### src/rtl/history_trigger_dump.sv
// Arms on a masked match against the newest history entry, waits POST_TRIG cycles,
// freezes the whole history array and streams it oldest-first to the trace sink.
module history_trigger_dump #(
  parameter int WIDTH     = 8,
  parameter int DEPTH     = 16,
  parameter int POST_TRIG = 4,
  localparam int IDXW     = $clog2(DEPTH)
) (
  input  logic                        clk,
  input  logic                        rst,
  input  logic [DEPTH-1:0][WIDTH-1:0] hist_in,
  input  logic                        arm,
  input  logic                        abort,
  input  logic [WIDTH-1:0]            trig_value,
  input  logic [WIDTH-1:0]            trig_mask,
  output logic                        out_valid,
  input  logic                        out_ready,
  output logic [WIDTH-1:0]            out_data,
  output logic [IDXW-1:0]             out_index,
  output logic                        out_last,
  output logic                        busy,
  output logic                        done,
  output logic [1:0]                  dbg_state
);

  localparam logic [1:0] S_IDLE  = 2'd0;
  localparam logic [1:0] S_ARMED = 2'd1;
  localparam logic [1:0] S_POST  = 2'd2;
  localparam logic [1:0] S_DUMP  = 2'd3;

  localparam logic [IDXW-1:0] LAST_IDX = IDXW'(DEPTH - 1);

  logic [1:0]                  state_q, state_d;
  logic [IDXW-1:0]             post_q, post_d;
  logic [IDXW-1:0]             cnt_q, cnt_d;
  logic [DEPTH-1:0][WIDTH-1:0] snap_q, snap_d;
  logic                        done_q, done_d;
  logic                        match;
  logic [IDXW-1:0]             rd_idx;

  assign match = ((hist_in[0] ^ trig_value) & trig_mask) == '0;

  always_comb begin
    state_d = state_q;
    post_d  = post_q;
    cnt_d   = cnt_q;
    snap_d  = snap_q;
    done_d  = 1'b0;
    case (state_q)
      S_IDLE: begin
        if (arm && !abort) state_d = S_ARMED;
      end
      S_ARMED: begin
        if (abort) begin
          state_d = S_IDLE;
        end else if (match) begin
          post_d  = IDXW'(POST_TRIG);
          state_d = S_POST;
        end
      end
      S_POST: begin
        if (abort) begin
          state_d = S_IDLE;
        end else if (post_q != '0) begin
          post_d = post_q - 1'b1;
        end else begin
          // Trigger entry has aged to index POST_TRIG+1 by the time it is frozen.
          snap_d  = hist_in;
          cnt_d   = '0;
          state_d = S_DUMP;
        end
      end
      default: begin
        if (out_ready) begin
          if (cnt_q == LAST_IDX) begin
            cnt_d   = '0;
            done_d  = 1'b1;
            state_d = S_IDLE;
          end else begin
            cnt_d = cnt_q + 1'b1;
          end
        end
      end
    endcase
  end

  always_ff @(posedge clk) begin
    if (rst) begin
      state_q <= S_IDLE;
      post_q  <= '0;
      cnt_q   <= '0;
      snap_q  <= '0;
      done_q  <= 1'b0;
    end else begin
      state_q <= state_d;
      post_q  <= post_d;
      cnt_q   <= cnt_d;
      snap_q  <= snap_d;
      done_q  <= done_d;
    end
  end

  // Output handshake: a word moves when out_valid && out_ready at posedge; while
  // out_ready is low the word, index and last flag are held and out_valid stays high.
  assign rd_idx    = LAST_IDX - cnt_q;
  assign out_valid = (state_q == S_DUMP);
  assign out_data  = out_valid ? snap_q[rd_idx] : '0;
  assign out_index = out_valid ? cnt_q : '0;
  assign out_last  = out_valid && (cnt_q == LAST_IDX);
  assign busy      = (state_q != S_IDLE);
  assign done      = done_q;
  assign dbg_state = state_q;

endmodule

### config.mk
export PLATFORM = sky130hd
export DESIGN_NAME = history_trigger_dump
export DESIGN_NICKNAME = d
export VERILOG_FILES = /design/src/rtl/history_trigger_dump.sv
export SDC_FILE = /design/constraint.sdc
export NUM_CORES = 1
export LEC_CHECK = 0
export CAP_MARGIN = 0
export CORE_UTILIZATION = 44
export CTS_CLUSTER_DIAMETER = 50
export DETAILED_ROUTE_END_ITERATION = 7
export PLACE_DENSITY = 0.76
export SYNTH_ARGS = -nofsm -noshare
export SYNTH_HDL_FRONTEND = slang
export SYNTH_SLANG_ARGS = --single-unit
### constraint.sdc
create_clock -name clk -period 2 [get_ports clk]
set_input_delay 0.4 -clock clk [delete_from_list [all_inputs] [get_ports clk]]
set_output_delay 0.4 -clock clk [all_outputs]
set_load 0.03 [all_outputs]
After elaboration in Yosys (flattened, before gate mapping)
Index checks and enable logic that the tools add are counted.
Word-level totals
  RAM bits: 0
  bits in latches: 0
  bits of input ports: 149
  output and inout port bits: 18
  word-level logic and storage cells: 82
  memories: 0
  bits in read-only memories: 0
  register bits after elaboration: 139
Cells by class
  shifts and indexed selects: 0
  mux-type cells: 23
  equality and inequality tests: 12
  reduce and logical (&&, ||, !) cells: 17
  divide/modulo/power cells: 0
  $mul: 0
  add/subtract/negate cells: 3
  bitwise gates (word level): 6
  $lt $le $gt $ge: 1
Operators by type and width (number)
  4-bit two-way mux: 9
  8-bit binary-select mux with 4-bit select: 1
  8-bit two-way mux: 2
  4-bit case mux with 2 select lines: 2
  2-bit two-way mux: 7
  2-bit != test, second input constant: 6
  4-bit nonzero test: 3
  5-bit AND reduction: 2
  8-bit AND: 1
  8-bit logical NOT: 1
  8-bit bitwise XOR: 1
  3-bit != test, second input constant: 2
  2-bit case mux with 3 select lines: 1
  2-bit nonzero test: 3
  4-bit by 5-bit < comparator with 1-bit output, second input constant: 1
  5-bit OR reduction: 1
  4-bit by 1-bit adder with 4-bit output, second input constant: 1
  2-bit equality test, second input constant: 2
  4-bit equality test, second input constant: 1
  1-bit NOT: 4
  4-bit AND reduction: 1
  4-bit by 1-bit subtractor with 4-bit output, second input constant: 1
  4-bit subtractor, first input constant: 1
  3-bit AND reduction: 1
  6 further kinds: 7

Longest topological paths before layout
  word-level depth: 6
  mapped depth: 8
  gate-level depth less buffers: 7

Least setup slack after synthesis
OpenSTA, ideal clock, no wires.
  kind: reg2out
  start point: register cnt_q[0]
  end point: output out_data[0]
  arrival time: 1859 ps
  path slack: -259 ps
  path buffers: 2
  stages on the path, launching flop included: 6
  required time: 1600 ps
  cells stage by stage: dfxtp_1 buf_6 buf_8 mux4_1 mux4_2 and2_1
Between the ends
  word-level cells in the longest chain between the ends: 4
Ends and longest elaborated chain
  start, declared: RTL line 35  | logic [IDXW-1:0] cnt_q, cnt_d;
  start signal, assigned: RTL line 97  | cnt_q <= cnt_d;
  4-bit subtractor: RTL line 105  | assign rd_idx = LAST_IDX - cnt_q;
  8-bit binary-select mux with 4-bit select: RTL line 107  | assign out_data = out_valid ? snap_q[rd_idx] : '0;
  8-bit two-way mux (not written as such): RTL line 107
  8-bit two-way mux: RTL line 107
  end, declared: RTL line 18  | output logic [WIDTH-1:0] out_data,
Every way passes these cells. The select of a mux whose other input is x is not followed.

Final worst setup path
  start point: register cnt_q[0]
  end point: output out_data[4]
The elaborated chain is that of the path after synthesis.

==> results.sh <==
export IMPL_rsz0062_at_grt="yes"
export IMPL_worst_path_stages=6
export IMPL_synthFlopType="dfxtp_1"
export IMPL_outcome="finished with violations"
export IMPL_finalMaxSlewViolations=0
export IMPL_final_nets=1052
export IMPL_cp_top_family="multiplexers"
export IMPL_rows=43
export IMPL_globalplace_congestion=0.8220
export IMPL_synth_top_family_by_area="simple AND/OR/NAND/NOR gates"
export IMPL_antenna_cells=0
export IMPL_drtIter0Drc=529
export IMPL_cts_made_buffers=17
export IMPL_overflow=0
export IMPL_die_h_um=121.8
export IMPL_syn_nets=869
export IMPL_syn_area_mm2=0.006310
export IMPL_synth_adder_area_share=0.01190
export IMPL_leakage_uw=0.003221
export IMPL_synthSimpleGateAreaFrac=0.1933
export IMPL_total_power_uw=8063
export IMPL_critPathMaxStageDelay_ns=0.53
export IMPL_layout_cells_non_filler=1090
export IMPL_regToRegSetupSlack_ns=0.08
export IMPL_setup_ws_ns=-0.7732
export IMPL_reg2regPathDepth=6
export IMPL_fmax_ghz=0.3606
export IMPL_num_vias=5942
export IMPL_die_w_um=121.8
export IMPL_cts_root_buf="clkbuf_16"
export IMPL_startpoint_type="flop"
export IMPL_synth_cells=714
export IMPL_htreeDepth=4
export IMPL_synth_compound_gate_area_share=0.1315
export IMPL_grt_usage=0.2628
export IMPL_slew_headroom=0.7148
export IMPL_yosysWarnings=0
export IMPL_antenna_found_initial=0
export IMPL_core_area_mm2=0.01393
export IMPL_ios=167
export IMPL_irDropWorstVdd_v=0.0005888
export IMPL_drc=0
export IMPL_timing_final_crit_share=1.387
export IMPL_grt_pass1_vias=5741
export IMPL_grt_max_degree=96
export IMPL_period_needed_ns=2.773
export IMPL_layout_common_cells="nand2_1, clkdlybuf4s50_1, dfxtp_1, a21oi_1, buf_4"
export IMPL_floorplan_initialDensity=0.4528
export IMPL_grt_pass1_wl_mm=29.48
export IMPL_crit_chain="buf_12 > buf_12 > mux4_2 > mux4_2 > and2_4 > buf_6"
export IMPL_dp_slack_ns=-0.6463
export IMPL_cp_data_required_time_ns=1.60
export IMPL_synth_edf_count=0
export IMPL_avgRoutedWirePerCell_um=17.33
export IMPL_tightest_slew_ns=0.4277
export IMPL_clock_path_buffers=2
export IMPL_final_common_cell="nand2_1"
export IMPL_cts_tree="built"
export IMPL_hold_viol_final=0
export IMPL_crit_fanout=6
export IMPL_violations="negative setup slack"
export IMPL_antenna_left=0
export IMPL_crit_slowest_cell="mux4_2"
export IMPL_dieArea_mm2=0.01482
export IMPL_holdPathStages=2
export IMPL_vias_per_cell=5.451
export IMPL_portBuffers=166
export IMPL_fin_skew_ns=0.006476
export IMPL_power_density_mw_per_mm2=874.9
export IMPL_area_growth_pct=46.06
export IMPL_cp_arrival_ns=2.37
export IMPL_drive_gt1_frac=0.1769
export IMPL_ys_ff_latch=139
export IMPL_synthXorXnorAreaFrac=0.01388
export IMPL_synth_avg_cell_area_um2=8.837
export IMPL_muxShareOfSynthArea=0.1614
export IMPL_dp_cells=1051
export IMPL_maxCapViolCount=0
export IMPL_hold_path_class="in -> reg"
export IMPL_seq_area_frac_synth=0.4410
export IMPL_synth_cell_types=45
export IMPL_synthArstFlopShare=0
export IMPL_worstSetupPathType="reg -> out"
export IMPL_clk_pin_slew_ns=0.06
export IMPL_drt_first_pass_iters=5
export IMPL_hpwl_mm=13.07
export IMPL_cts_sinks=139
export IMPL_wl_mm=18.89
export IMPL_clock_latency_ns=0.42
export IMPL_critPathBufInv=3
export IMPL_critPathCaptureType="output pin"
export IMPL_final_setup_viol_count=8
## area by class of cell
cell class,instances,area [µm²]
fillers,1051,4718
flip-flops and latches,139,2793
multi-input cells,511,3228
clock buffers,21,460.4
inverters,9,33.78
repair buffers,219,2238
clock inverters,11,237.7
well taps,180,225.2
## metrics by stage
step	hold WS, ns	util	cell area (µm²)	setup TNS, ns
finish	0.3608	0.6614	9216	-5.850
global route	0.3638	0.6614	9216	-6.291
CTS	0.3501	0.6640	9253	-6.140
detailed placement	0.4465	0.5982	8335	-5.255
global placement	0.4408	0.5982	8335	-4.927
floorplan	0.4315	-	6280	-1.216
## where the power goes
part,internal (µW),switching [µW]
registers,2870,75.5
clock network,2530,1170
logic,791,626
total,6190,1870
## logic make-up (layout without fill, tap and decap cells)
family | after synthesis | count (layout)
buf+inv | 64 | 260
flops | 139 | 139
fa+ha+maj | 6 | 6
compound gates | 154 | 154
simple gates | 299 | 299
xor+xnor | 10 | 10
mux | 42 | 42
## Yosys cell counts (2+ instances only)
cell | n | area (µm²)
o31ai_1 | 2 | 15.01
and2_1 | 14 | 87.58
xnor2_1 | 2 | 17.52
a21oi_1 | 131 | 655.6
nor2_1 | 3 | 11.26
o211ai_1 | 4 | 30.03
nor2b_1 | 3 | 18.77
inv_1 | 9 | 33.78
buf_1 | 3 | 11.26
dfxtp_1 | 139 | 2783
nand3_1 | 2 | 10.01
a22oi_1 | 4 | 30.03
o21ai_0 | 3 | 15.01
nand2_1 | 261 | 979.7
buf_8 | 3 | 45.04
nand4_1 | 3 | 18.77
xor2_1 | 8 | 70.07
nand2b_1 | 3 | 18.77
mux4_1 | 26 | 683.2
mux2i_1 | 2 | 20.02
clkbuf_1 | 36 | 135.1
mux4_2 | 14 | 315.3
buf_2 | 12 | 60.06
ha_1 | 6 | 75.07
## path summary, 6_finish.rpt
path                              startpoint     endpoint
worst min-delay path                     rst   snap_q[35]
worst max register to register  dbg_state[1]     cnt_q[2]
worst min register to register    snap_q[16]   snap_q[16]
worst max-delay path                cnt_q[0]  out_data[4]
## per-layer routing
layer | vias to the layer above | global-route usage | part of all wire
met5 | - | 0 | 0
met4 | 0 | 0.1111 | 0.030
li1 | 2798 | - | -
met2 | 281 | 0.4188 | 0.47
met1 | 2816 | 0.3423 | 0.42
met3 | 47 | 0.05946 | 0.080
## timing repair
| action | 4_1_cts | 5_1_grt |
|---|---|---|
| endpoints found under the setup margin | 13 | 14 |
| gates resized for setup | 45 | 14 |
| gates cloned | 3 | 0 |
| hold buffers | 0 | 0 |
| buffers inserted | 6 | 0 |
| hold endpoints to repair | 0 | 0 |
| pin swaps | 8 | 2 |
## sequential cells by signal (all words and copies together), names as in the netlist
signal     cells
done           1
post_q         4
snap_q       128
cnt_q          4
dbg_state      2
No activity file was read; power rests on OpenSTA's default activity.
